[config.mk]
export PLATFORM = sky130hd
export DESIGN_NAME = led_mode_ctrl_flat
export DESIGN_NICKNAME = d
export VERILOG_FILES = /design/src/rtl/led_ctrl_pkg.sv /design/src/rtl/led_mode_ctrl_if.sv /design/src/rtl/led_mode_ctrl_tick_gen.sv /design/src/rtl/led_mode_ctrl.sv /design/src/flat_wrapper.sv
export SDC_FILE = /design/constraint.sdc
export NUM_CORES = 1
export LEC_CHECK = 0
export ABC_AREA = 1
export BUFFER_PORTS_ARGS = -buffer_cell sky130_fd_sc_hd__buf_2
export CAP_MARGIN = 20
export CELL_PAD_IN_SITES_DETAIL_PLACEMENT = 1
export CELL_PAD_IN_SITES_GLOBAL_PLACEMENT = 2
export CORE_ASPECT_RATIO = 1.4
export CORE_MARGIN = 2
export CORE_UTILIZATION = 35
export CTS_CLUSTER_DIAMETER = 50
export DETAILED_ROUTE_END_ITERATION = 8
export PLACE_DENSITY_LB_ADDON = 0.3
export SYNTH_ARGS = -nofsm -noshare
export SYNTH_HDL_FRONTEND = slang
export SYNTH_SLANG_ARGS = --single-unit
[constraint.sdc]
create_clock -name clk -period 3.9 [get_ports clk]
set_input_delay 0.195 -clock clk [delete_from_list [all_inputs] [get_ports clk]]
set_output_delay 0.195 -clock clk [all_outputs]
set_load 0.01 [all_outputs]
[src/rtl/led_ctrl_pkg.sv]
// Shared mode encoding and default parameters for the LED mode controller.
// Latency: none (declarations only).
// Backpressure: none.
package led_ctrl_pkg;

    typedef enum logic [1:0] {
        MODE_OFF    = 2'b00,
        MODE_DIRECT = 2'b01,
        MODE_BLINK  = 2'b10,
        MODE_SCROLL = 2'b11
    } led_mode_t;

    localparam int DEF_WIDTH    = 8;
    localparam int DEF_TICK_DIV = 50_000_000;
    localparam int DEF_PWM_W    = 4;

endpackage

[src/rtl/led_mode_ctrl_if.sv]
// Bundle of mode/pattern/brightness inputs and LED drive/tick outputs.
// Latency: none (wiring only).
// Backpressure: none; all signals are sampled every cycle.
interface led_mode_ctrl_if
    import led_ctrl_pkg::*;
#(
    parameter int WIDTH = DEF_WIDTH,
    parameter int PWM_W = DEF_PWM_W
);

    led_mode_t          mode;
    logic [WIDTH-1:0]   data;
    logic [PWM_W-1:0]   duty;
    logic [WIDTH-1:0]   out;
    logic               tick;

    modport master (output mode, data, duty, input out, tick);
    modport slave  (input mode, data, duty, output out, tick);

endinterface

[src/rtl/led_mode_ctrl_tick_gen.sv]
// Animation prescaler: counts 0..TICK_DIV-1 and flags the last count.
// Latency: tick is combinational from the count; clear lands next cycle.
// Backpressure: none; free-running unless cleared.
module tick_gen
    import led_ctrl_pkg::*;
#(
    parameter int TICK_DIV = DEF_TICK_DIV
) (
    input  logic clk,
    input  logic reset_n,
    input  logic clear,
    output logic tick
);

    localparam int            CW   = $clog2(TICK_DIV);
    localparam logic [CW-1:0] LAST = CW'(TICK_DIV - 1);

    logic [CW-1:0] cnt;

    // Count up, wrapping at the last value; clear restarts a full period.
    always_ff @(posedge clk) begin
        if (!reset_n) begin
            cnt <= '0;
        end else if (clear || (cnt == LAST)) begin
            cnt <= '0;
        end else begin
            cnt <= cnt + CW'(1);
        end
    end

    assign tick = (cnt == LAST);

endmodule

[src/rtl/led_mode_ctrl.sv]
// LED driver with OFF/DIRECT/BLINK/SCROLL patterns and PWM brightness.
// Latency: out is registered, 1 cycle from mode/data/duty to LEDs.
// Backpressure: none; inputs are consumed every cycle.
module led_mode_ctrl
    import led_ctrl_pkg::*;
#(
    parameter int WIDTH    = DEF_WIDTH,
    parameter int TICK_DIV = DEF_TICK_DIV,
    parameter int PWM_W    = DEF_PWM_W
) (
    input  logic            clk,
    input  logic            reset_n,
    led_mode_ctrl_if.slave  bus
);

    led_mode_t          mode_q;
    logic               mode_chg;
    logic               tick;
    logic               phase;
    logic [WIDTH-1:0]   scroll_q;
    logic [PWM_W-1:0]   pwm_cnt;
    logic               pwm_en;
    logic [WIDTH-1:0]   pat;

    // After reset mode_q is OFF, so the first non-OFF cycle counts as a change.
    assign mode_chg = (bus.mode != mode_q);

    tick_gen #(
        .TICK_DIV (TICK_DIV)
    ) u_tick_gen (
        .clk     (clk),
        .reset_n (reset_n),
        .clear   (mode_chg),
        .tick    (tick)
    );

    assign bus.tick = tick;

    // Track the previous mode for change detection.
    always_ff @(posedge clk) begin
        if (!reset_n) begin
            mode_q <= MODE_OFF;
        end else begin
            mode_q <= bus.mode;
        end
    end

    // Blink phase and scroll register: a mode change reloads both and
    // overrides any tick landing in the same cycle.
    always_ff @(posedge clk) begin
        if (!reset_n) begin
            phase    <= 1'b1;
            scroll_q <= '0;
        end else if (mode_chg) begin
            phase    <= 1'b1;
            scroll_q <= bus.data;
        end else if (tick) begin
            if (bus.mode == MODE_BLINK) begin
                phase <= ~phase;
            end
            if (bus.mode == MODE_SCROLL) begin
                scroll_q <= {scroll_q[WIDTH-2:0], scroll_q[WIDTH-1]};
            end
        end
    end

    // Free-running PWM phase; never disturbed by duty or mode changes.
    always_ff @(posedge clk) begin
        if (!reset_n) begin
            pwm_cnt <= '0;
        end else begin
            pwm_cnt <= pwm_cnt + PWM_W'(1);
        end
    end

    // Select the pre-PWM pattern for the current mode.
    always_comb begin
        pat = '0;
        case (bus.mode)
            MODE_OFF:    pat = '0;
            MODE_DIRECT: pat = bus.data;
            MODE_BLINK:  pat = phase ? bus.data : '0;
            MODE_SCROLL: pat = scroll_q;
            default:     pat = '0;
        endcase
    end

    // Full-scale duty is always on; zero duty never matches the compare.
    always_comb begin
        pwm_en = (bus.duty == '1) || (pwm_cnt < bus.duty);
    end

    // Registered LED drive.
    always_ff @(posedge clk) begin
        if (!reset_n) begin
            bus.out <= '0;
        end else begin
            bus.out <= pat & {WIDTH{pwm_en}};
        end
    end

endmodule

[src/flat_wrapper.sv]
// flat-port wrapper written by rule: the top's interface ports become plain ports
module led_mode_ctrl_flat import led_ctrl_pkg::*;
#(
    parameter int WIDTH    = DEF_WIDTH,
    parameter int TICK_DIV = DEF_TICK_DIV,
    parameter int PWM_W    = DEF_PWM_W
)
  (clk, reset_n, bus_mode, bus_data, bus_duty, bus_out, bus_tick);
  led_mode_ctrl_if #(.WIDTH(WIDTH), .PWM_W(PWM_W)) bus_i ();
  input  logic clk;
  input  logic reset_n;
  input wire logic [$bits(bus_i.mode)-1:0] bus_mode;
  input wire logic [$bits(bus_i.data)-1:0] bus_data;
  input wire logic [$bits(bus_i.duty)-1:0] bus_duty;
  output wire logic [$bits(bus_i.out)-1:0] bus_out;
  output wire logic [$bits(bus_i.tick)-1:0] bus_tick;
  assign bus_i.mode = bus_mode;
  assign bus_i.data = bus_data;
  assign bus_i.duty = bus_duty;
  assign bus_out = bus_i.out;
  assign bus_tick = bus_i.tick;
  led_mode_ctrl #(.WIDTH(WIDTH), .TICK_DIV(TICK_DIV), .PWM_W(PWM_W)) u_core (.clk(clk), .reset_n(reset_n), .bus(bus_i));
endmodule
==> metrics.md, run 1 <==
| Metric | Value |
|---|---|
| Hold WC Path Type | `primary input to register` |
| Synthesized cell area | `0.002471 sq mm` |
| Resize count post-CTS | `0` |
| Clock root cell | `clkbuf_8` |
| Clock share of power | `35.5%` |
| CTS Sinks | `49` |
| F_max | `0.5156 GHz` |
| RSZ-0062 raised after global routing | `no` |
| Hold buffers post-CTS | `0` |
| Gr ovfl total | `0` |
| Reg-to-reg endpoint | `u_core.u_tick_gen.cnt[18]` |
| CP Launch Type | `register` |
| Clock buffer depth | `2` |
| First-pass GRT wire length | `~11000 um` |
| Fin. Hold Viols | `0` |
| Remaining antenna violation count | `0` |
| Drt drc | `0` |
| Switching share of power | `26.76%` |
| Synth Instances | `approximately 360` |
| Clk pin slew, worst setup/hold paths | `0.10 ns` |
| Clk_skew | `0.01083 ns` |
| FF-to-FF setup slack | `2.00 ns` |
| DP Area | `0.002680 sq mm` |
| Chip height | `103.4 um` |
| Die width | `between 70 and 80 um` |
| Setup repair bufs after CTS | `0` |
| Vias in the first global route | `2386` |
| Pin count of the biggest net entering global routing | `26` |
| CTS buffer count | `5` |
| Vias | `2302` |
| Status | `finished, final reports clean` |
| Max Cap Viol | `0` |
| Sequential area share after synthesis | `39.70%` |
| TNS Setup | `0 ns` |
| H-tree Lvls | `2` |
| Buffers on Ports | `24` |
| Internal cell power | `0.7231 mW` |
| Dpl hpwl | `4973 um` |
| Routed wire length | `6338 um` |
| R2R cell count | `10` |
| Critical path class | `register to output port` |
| Leak pwr | `1.146 nW` |
| Worst slew pin tran | `0.6252 ns` |
| Fin worst setup slack | `between 1.5 and 2 ns` |
| Period utilization | `49.73%` |
| Global placement routability congestion | `0.8258` |
| Final Cell Area | `0.002785 sq mm` |
| Non-filler cells, final | `486` |
| Row count | `36` |
| Initial antenna violation count | `0` |
| Combinational Power Share | `10.5%` |
| WP data required | `~3.7 ns` |
| # diodes | `0` |
| TritonCTS clock tree | `yes` |
| Final Max Slew Viols | `0` |
| Critical path endpoint | `bus_tick` |
| Psw | `between 0.2 and 0.3 mW` |
| Initial cell density of the core | `about 36%` |
| Crit. Startpoint | `u_core.u_tick_gen.cnt[0]` |
| Pre-antenna DRT Iters | `4` |
| Post-synthesis area per instance | `just under 7 sq um` |
| Core ar. | `0.006892 sq mm` |
| Worst Setup End Kind | `output port` |
| Reg2Reg Launch Point | `u_core.u_tick_gen.cnt[0]` |
| Synth Warn # | `0` |
| Avg WL per Cell | `13.04 um` |
| VDD IR-drop max | `around 140 uV` |
| Register bit count reported by yosys | `49` |
| Placed Instances | `about 480` |
| CP arrival | `1.74 ns` |
| Ports | `25` |
| Initial DRC count | `slightly above 60` |
| Maximum fanout along the worst path | `4` |
| Final Critical Period | `1.940 ns` |
| GRT Overall Usage | `18.57%` |
| PwrDens | `354.5 mW/mm^2` |
| DR vias/cell | `about 4.7` |
| Share of cells above drive strength 1 | `13.30%` |
| # setup viols final | `0` |
| Slew HR | `58.04%` |
| Fin nets | `411` |
| Area grow syn2layout | `12.71%` |
| Unique masters post-synth | `30` |
| Die area | `0.007758 sq mm` |
| Pre-CTS WS | `2.011 ns` |
| Seq pwr share | `54.0%` |
| Clk Latency, worst-skew pair | `0.31 ns` |
| Synthesized Nets | `around 380` |
## power groups by stage
stage	Clock, mW	Sequential [mW]	Combinational, mW
CTS	0.364	0.534	0.108
floorplan	0	0.545	0.0724
detailed placement	0	0.545	0.107
global route	0.378	0.536	0.123
finish	0.351	0.533	0.103
global placement	0	0.545	0.105
## worst min path at each step
| stage | start | end | slack [ns] | cells after the start |
|---|---|---|---|---|
| 2_1_floorplan | bus_mode[0] | u_core.mode_q[0] | 0.31 | 2 |
| 3_3_place_gp | u_core.pwm_cnt[0] | u_core.pwm_cnt[0] | 0.45 | 1 |
| 3_5_place_dp | u_core.u_tick_gen.cnt[24] | u_core.u_tick_gen.cnt[24] | 0.46 | 2 |
| 4_1_cts | bus_data[4] | u_core.bus.out[4] | 0.15 | 3 |
| 5_1_grt | bus_data[4] | u_core.bus.out[4] | 0.17 | 3 |
| 6_report | bus_data[3] | u_core.bus.out[3] | 0.15 | 3 |
## synthesized netlist by cell type, drive strengths merged
master	instances	area [sq um]
a211oi	1	7.510
a21oi	11	55.05
a22oi	8	60.06
a31oi	1	6.260
and3	1	6.260
buf	3	26.27
clkbuf	1	3.750
dfxtp	49	980.9
ha	5	62.56
inv	41	153.9
nand2	109	426.7
nand3	15	90.09
nand3b	3	22.52
nand4	4	25.02
nor2	81	331.6
nor3	7	35.03
nor3b	1	7.510
nor4	1	6.260
o21ai	4	20.02
or2	2	12.51
xnor2	7	61.31
xor2	8	70.07
## routing by layer
layer	GRT usage (%)	vias to the layer above	wire length, um
met3	2.907	11	145
met1	20.04	1081	2575
met4	8.104	0	155
li1	-	1182	-
met5	0	-	0
met2	34.75	28	3462
## critical path: stages, from the launching register on
cell,delay (ns)
dfxtp_1,0.40
ha_1,0.22
nand3_2,0.17
inv_1,0.18
nand2_1,0.07
nor3_1,0.22
buf_2,0.17
## metrics by stage
| stage | hold WS (ns) | total power [mW] | utilization (%) |
|---|---|---|---|
| after floorplan | 0.3070 | 0.6177 | - |
| after global placement | 0.4487 | 0.6501 | 38.89 |
| after detailed placement | 0.4598 | 0.6525 | 38.89 |
| after CTS | 0.1468 | 1.005 | 40.41 |
| after global routing | 0.1701 | 1.037 | 40.41 |
| final | 0.1463 | 0.9873 | 40.41 |
## sequential cells by signal, indices dropped and copies added, names as in the netlist
| register | cells |
|---|---|
| u_core.phase | 1 |
| u_core.scroll_q | 8 |
| u_core.pwm_cnt | 4 |
| u_core.u_tick_gen.cnt | 26 |
| u_core.bus.out | 8 |
| u_core.mode_q | 2 |
## area by class of cell
type | count | area [sq um]
clock inverters | 1 | 8.758
inverters | 41 | 153.9
multi-input cells | 269 | 1306
flip-flops and latches | 49 | 980.9
well taps | 95 | 118.9
fillers | 931 | 4106
repair buffers | 24 | 120.1
clock buffers | 7 | 96.34
## cell families (layout without fill, tap and decap cells)
family / count (synthesis) / after routing / synth area share [%]
simple gates: 224 / 224 / 38.99
flops: 49 / 49 / 39.70
buf+inv: 45 / 73 / 7.443
compound gates: 25 / 25 / 6.026
xor+xnor: 15 / 15 / 5.317
fa+ha+maj: 5 / 5 / 2.532
## cells in the final DEF, fill, tap and decap left out
| cell | netlist | layout |
|---|---|---|
| xnor2_1 | 7 | 7 |
| o21ai_1 | 2 | 2 |
| dfxtp_1 | 49 | 49 |
| o21ai_0 | 2 | 2 |
| inv_1 | 38 | 38 |
| xor2_1 | 8 | 8 |
| nor2_4 | 2 | 2 |
| nand4_1 | 4 | 4 |
| nand3_2 | 3 | 3 |
| inv_6 | 0 | 1 |
| nand3b_1 | 3 | 3 |
| a22oi_1 | 8 | 8 |
| nor3b_1 | 1 | 1 |
| and3_1 | 1 | 1 |
| inv_2 | 3 | 3 |
| clkbuf_8 | 0 | 7 |
| nand2_4 | 1 | 1 |
| a31oi_1 | 1 | 1 |
| nand2_2 | 4 | 4 |
| nor3_1 | 7 | 7 |
| or2_2 | 2 | 2 |
| a21oi_1 | 11 | 11 |
| a211oi_1 | 1 | 1 |
| nor2_1 | 74 | 74 |
| buf_2 | 0 | 24 |
| ha_1 | 5 | 5 |
| nor4_1 | 1 | 1 |
| nor2_2 | 5 | 5 |
| nand3_1 | 12 | 12 |
| nand2_1 | 104 | 104 |
Power figures use the tool's default switching activity.
==> inputs of run 2 (changes only) <==
--- a/config.mk
+++ b/config.mk
@@ -12,7 +12,7 @@
 export CELL_PAD_IN_SITES_GLOBAL_PLACEMENT = 2
 export CORE_ASPECT_RATIO = 1.4
 export CORE_MARGIN = 2
-export CORE_UTILIZATION = 35
+export CORE_UTILIZATION = 32
 export CTS_CLUSTER_DIAMETER = 50
 export DETAILED_ROUTE_END_ITERATION = 8
 export PLACE_DENSITY_LB_ADDON = 0.3
==> constraint.sdc (replaced) <==
create_clock -name clk -period 1.95 [get_ports clk]
set_input_delay 0.0975 -clock clk [delete_from_list [all_inputs] [get_ports clk]]
set_output_delay 0.0975 -clock clk [all_outputs]
set_load 0.01 [all_outputs]
==> metrics.md, run 2 (synthesized netlist as in run 1, its figures left out) <==
| Metric | Value |
|---|---|
| # setup viols final | `0` |
| First-pass GRT wire length | `10980 um` |
| Dpl hpwl | `about 5000 um` |
| # diodes | `0` |
| CTS buffer count | `5` |
| Gr ovfl total | `0` |
| Period utilization | `88.97%` |
| Final Max Slew Viols | `0` |
| Buffers on Ports | `24` |
| CP arrival | `1.64 ns` |
| Initial antenna violation count | `0` |
| Final Cell Area | `approximately 0.0028 sq mm` |
| RSZ-0062 raised after global routing | `no` |
| Share of cells above drive strength 1 | `14.43%` |
| Avg WL per Cell | `13.23 um` |
| TritonCTS clock tree | `yes` |
| Vias | `around 2300` |
| Status | `finished, final reports clean` |
| Largest register FFs | `26` |
| Vias in the first global route | `~2300` |
| Top Registers | `u_core.u_tick_gen.cnt (26), u_core.bus.out (8), u_core.scroll_q (8)` |
| VDD IR-drop max | `358.1 uV` |
| Initial cell density of the core | `33.36%` |
| PwrDens | `681.5 mW/mm^2` |
| F_max | `0.5764 GHz` |
| Die width | `78.27 um` |
| Routed wire length | `6508 um` |
| Clk Latency, worst-skew pair | `0.31 ns` |
| CTS Sinks | `49` |
| Clock root cell | `clkbuf_8` |
| Initial DRC count | `between 60 and 70` |
| Max Cap Viol | `0` |
| Pre-antenna DRT Iters | `4` |
| TNS Setup | `0 ns` |
| DR vias/cell | `4.691` |
| Chip height | `108.0 um` |
| Leak pwr | `1.159 nW` |
| Remaining antenna violation count | `0` |
| Setup repair bufs after CTS | `0` |
| DP Area | `about 0.0027 sq mm` |
| Slew HR | `79.31%` |
| H-tree Lvls | `2` |
| Leading cell type in the layout, fill and taps excluded | `nand2_1` |
| Maximum fanout along the worst path | `4` |
| Clock buffer depth | `2` |
| Fin nets | `415` |
| Util after Layout | `a little under two fifths` |
| Drt drc | `0` |
| Ports | `25` |
| Area grow syn2layout | `13.92%` |
| Worst Setup End Kind | `output port` |
| Core ar. | `0.007407 sq mm` |
| Worst hold slack | `0.06185 ns` |
| Clk pin slew, worst setup/hold paths | `0.09 ns` |
| Commonest non-fill, non-tap cells in the layout | `104 x nand2_1, 74 x nor2_1, 49 x dfxtp_1` |
| Global placement routability congestion | `0.8972` |
| CP Launch Type | `register` |
| Final Critical Period | `1.735 ns` |
| Critical path class | `register to output port` |
| Clk_skew | `0.009777 ns` |
| Pin count of the biggest net entering global routing | `26` |
| Die area | `around 0.0085 sq mm` |
| Biggest register | `u_core.u_tick_gen.cnt` |
| Row count | `37` |
| GRT Overall Usage | `16.42%` |
| WP data required | `1.85 ns` |
| Worst slew pin tran | `0.3079 ns` |
| Fin. Hold Viols | `0` |
| Hold WC Path Type | `primary input to register` |
run 2: cell type report:
class / instances / area (sq um)
clock buffer: 5 / 68.82
inverter: 41 / 153.9
clock inverter: 3 / 21.27
fill: 1001 / 4592
timing repair buffer: 28 / 162.7
sequential: 49 / 980.9
tap: 97 / 121.4
multi-input combinational: 269 / 1306
run 2: path summary, 6_finish.rpt:
kind                                                 from                        end  slack [ns]  cells after the start
worst min-delay path                          bus_mode[1]           u_core.mode_q[1]        0.06                      3
worst min register to register  u_core.u_tick_gen.cnt[24]  u_core.u_tick_gen.cnt[24]        0.47                      2
worst max register to register   u_core.u_tick_gen.cnt[0]  u_core.u_tick_gen.cnt[18]        0.27                     10
worst max-delay path             u_core.u_tick_gen.cnt[0]                   bus_tick        0.22                      6
run 2: layer usage:
metal | track usage (%) | share of wire, % | vias up
met2 | 30.85 | 53 | 27
met4 | 5.639 | 1.9 | 0
met3 | 2.421 | 2.1 | 10
met5 | 0 | 0 | -
met1 | 18.78 | 43 | 1075
li1 | - | - | 1196
run 2: repair_timing:
action,CTS,global route
hold buffers,0,0
resized for setup,0,1
endpoints found under the hold margin,0,0
setup endpoints to repair,0,1
run 2: stage by stage:
| step | setup slack, ns | instances | power (mW) |
|---|---|---|---|
| 2_1_floorplan | 0.5222 | 363 | 1.235 |
| 5_1_grt | 0.02253 | 492 | 2.026 |
| 3_5_place_dp | 0.2878 | 484 | 1.313 |
| 6_report | 0.2151 | 492 | 1.918 |
| 3_3_place_gp | 0.3342 | 484 | 1.308 |
| 4_1_cts | 0.1286 | 492 | 1.956 |
run 2: critical path, stage by stage (launching register included):
cell	delay [ns]
dfxtp_1	0.40
ha_1	0.23
nand3_2	0.17
inv_2	0.15
nand2_1	0.06
nor3_1	0.17
buf_2	0.16
run 2: where the power goes:
part / internal (mW) / switching (mW) / leakage, nW
Sequential: 1.04 / 0.0261 / 0.399
Clock: 0.256 / 0.378 / 0.0445
Combinational: 0.0848 / 0.133 / 0.715
Total: 1.38 / 0.537 / 1.16
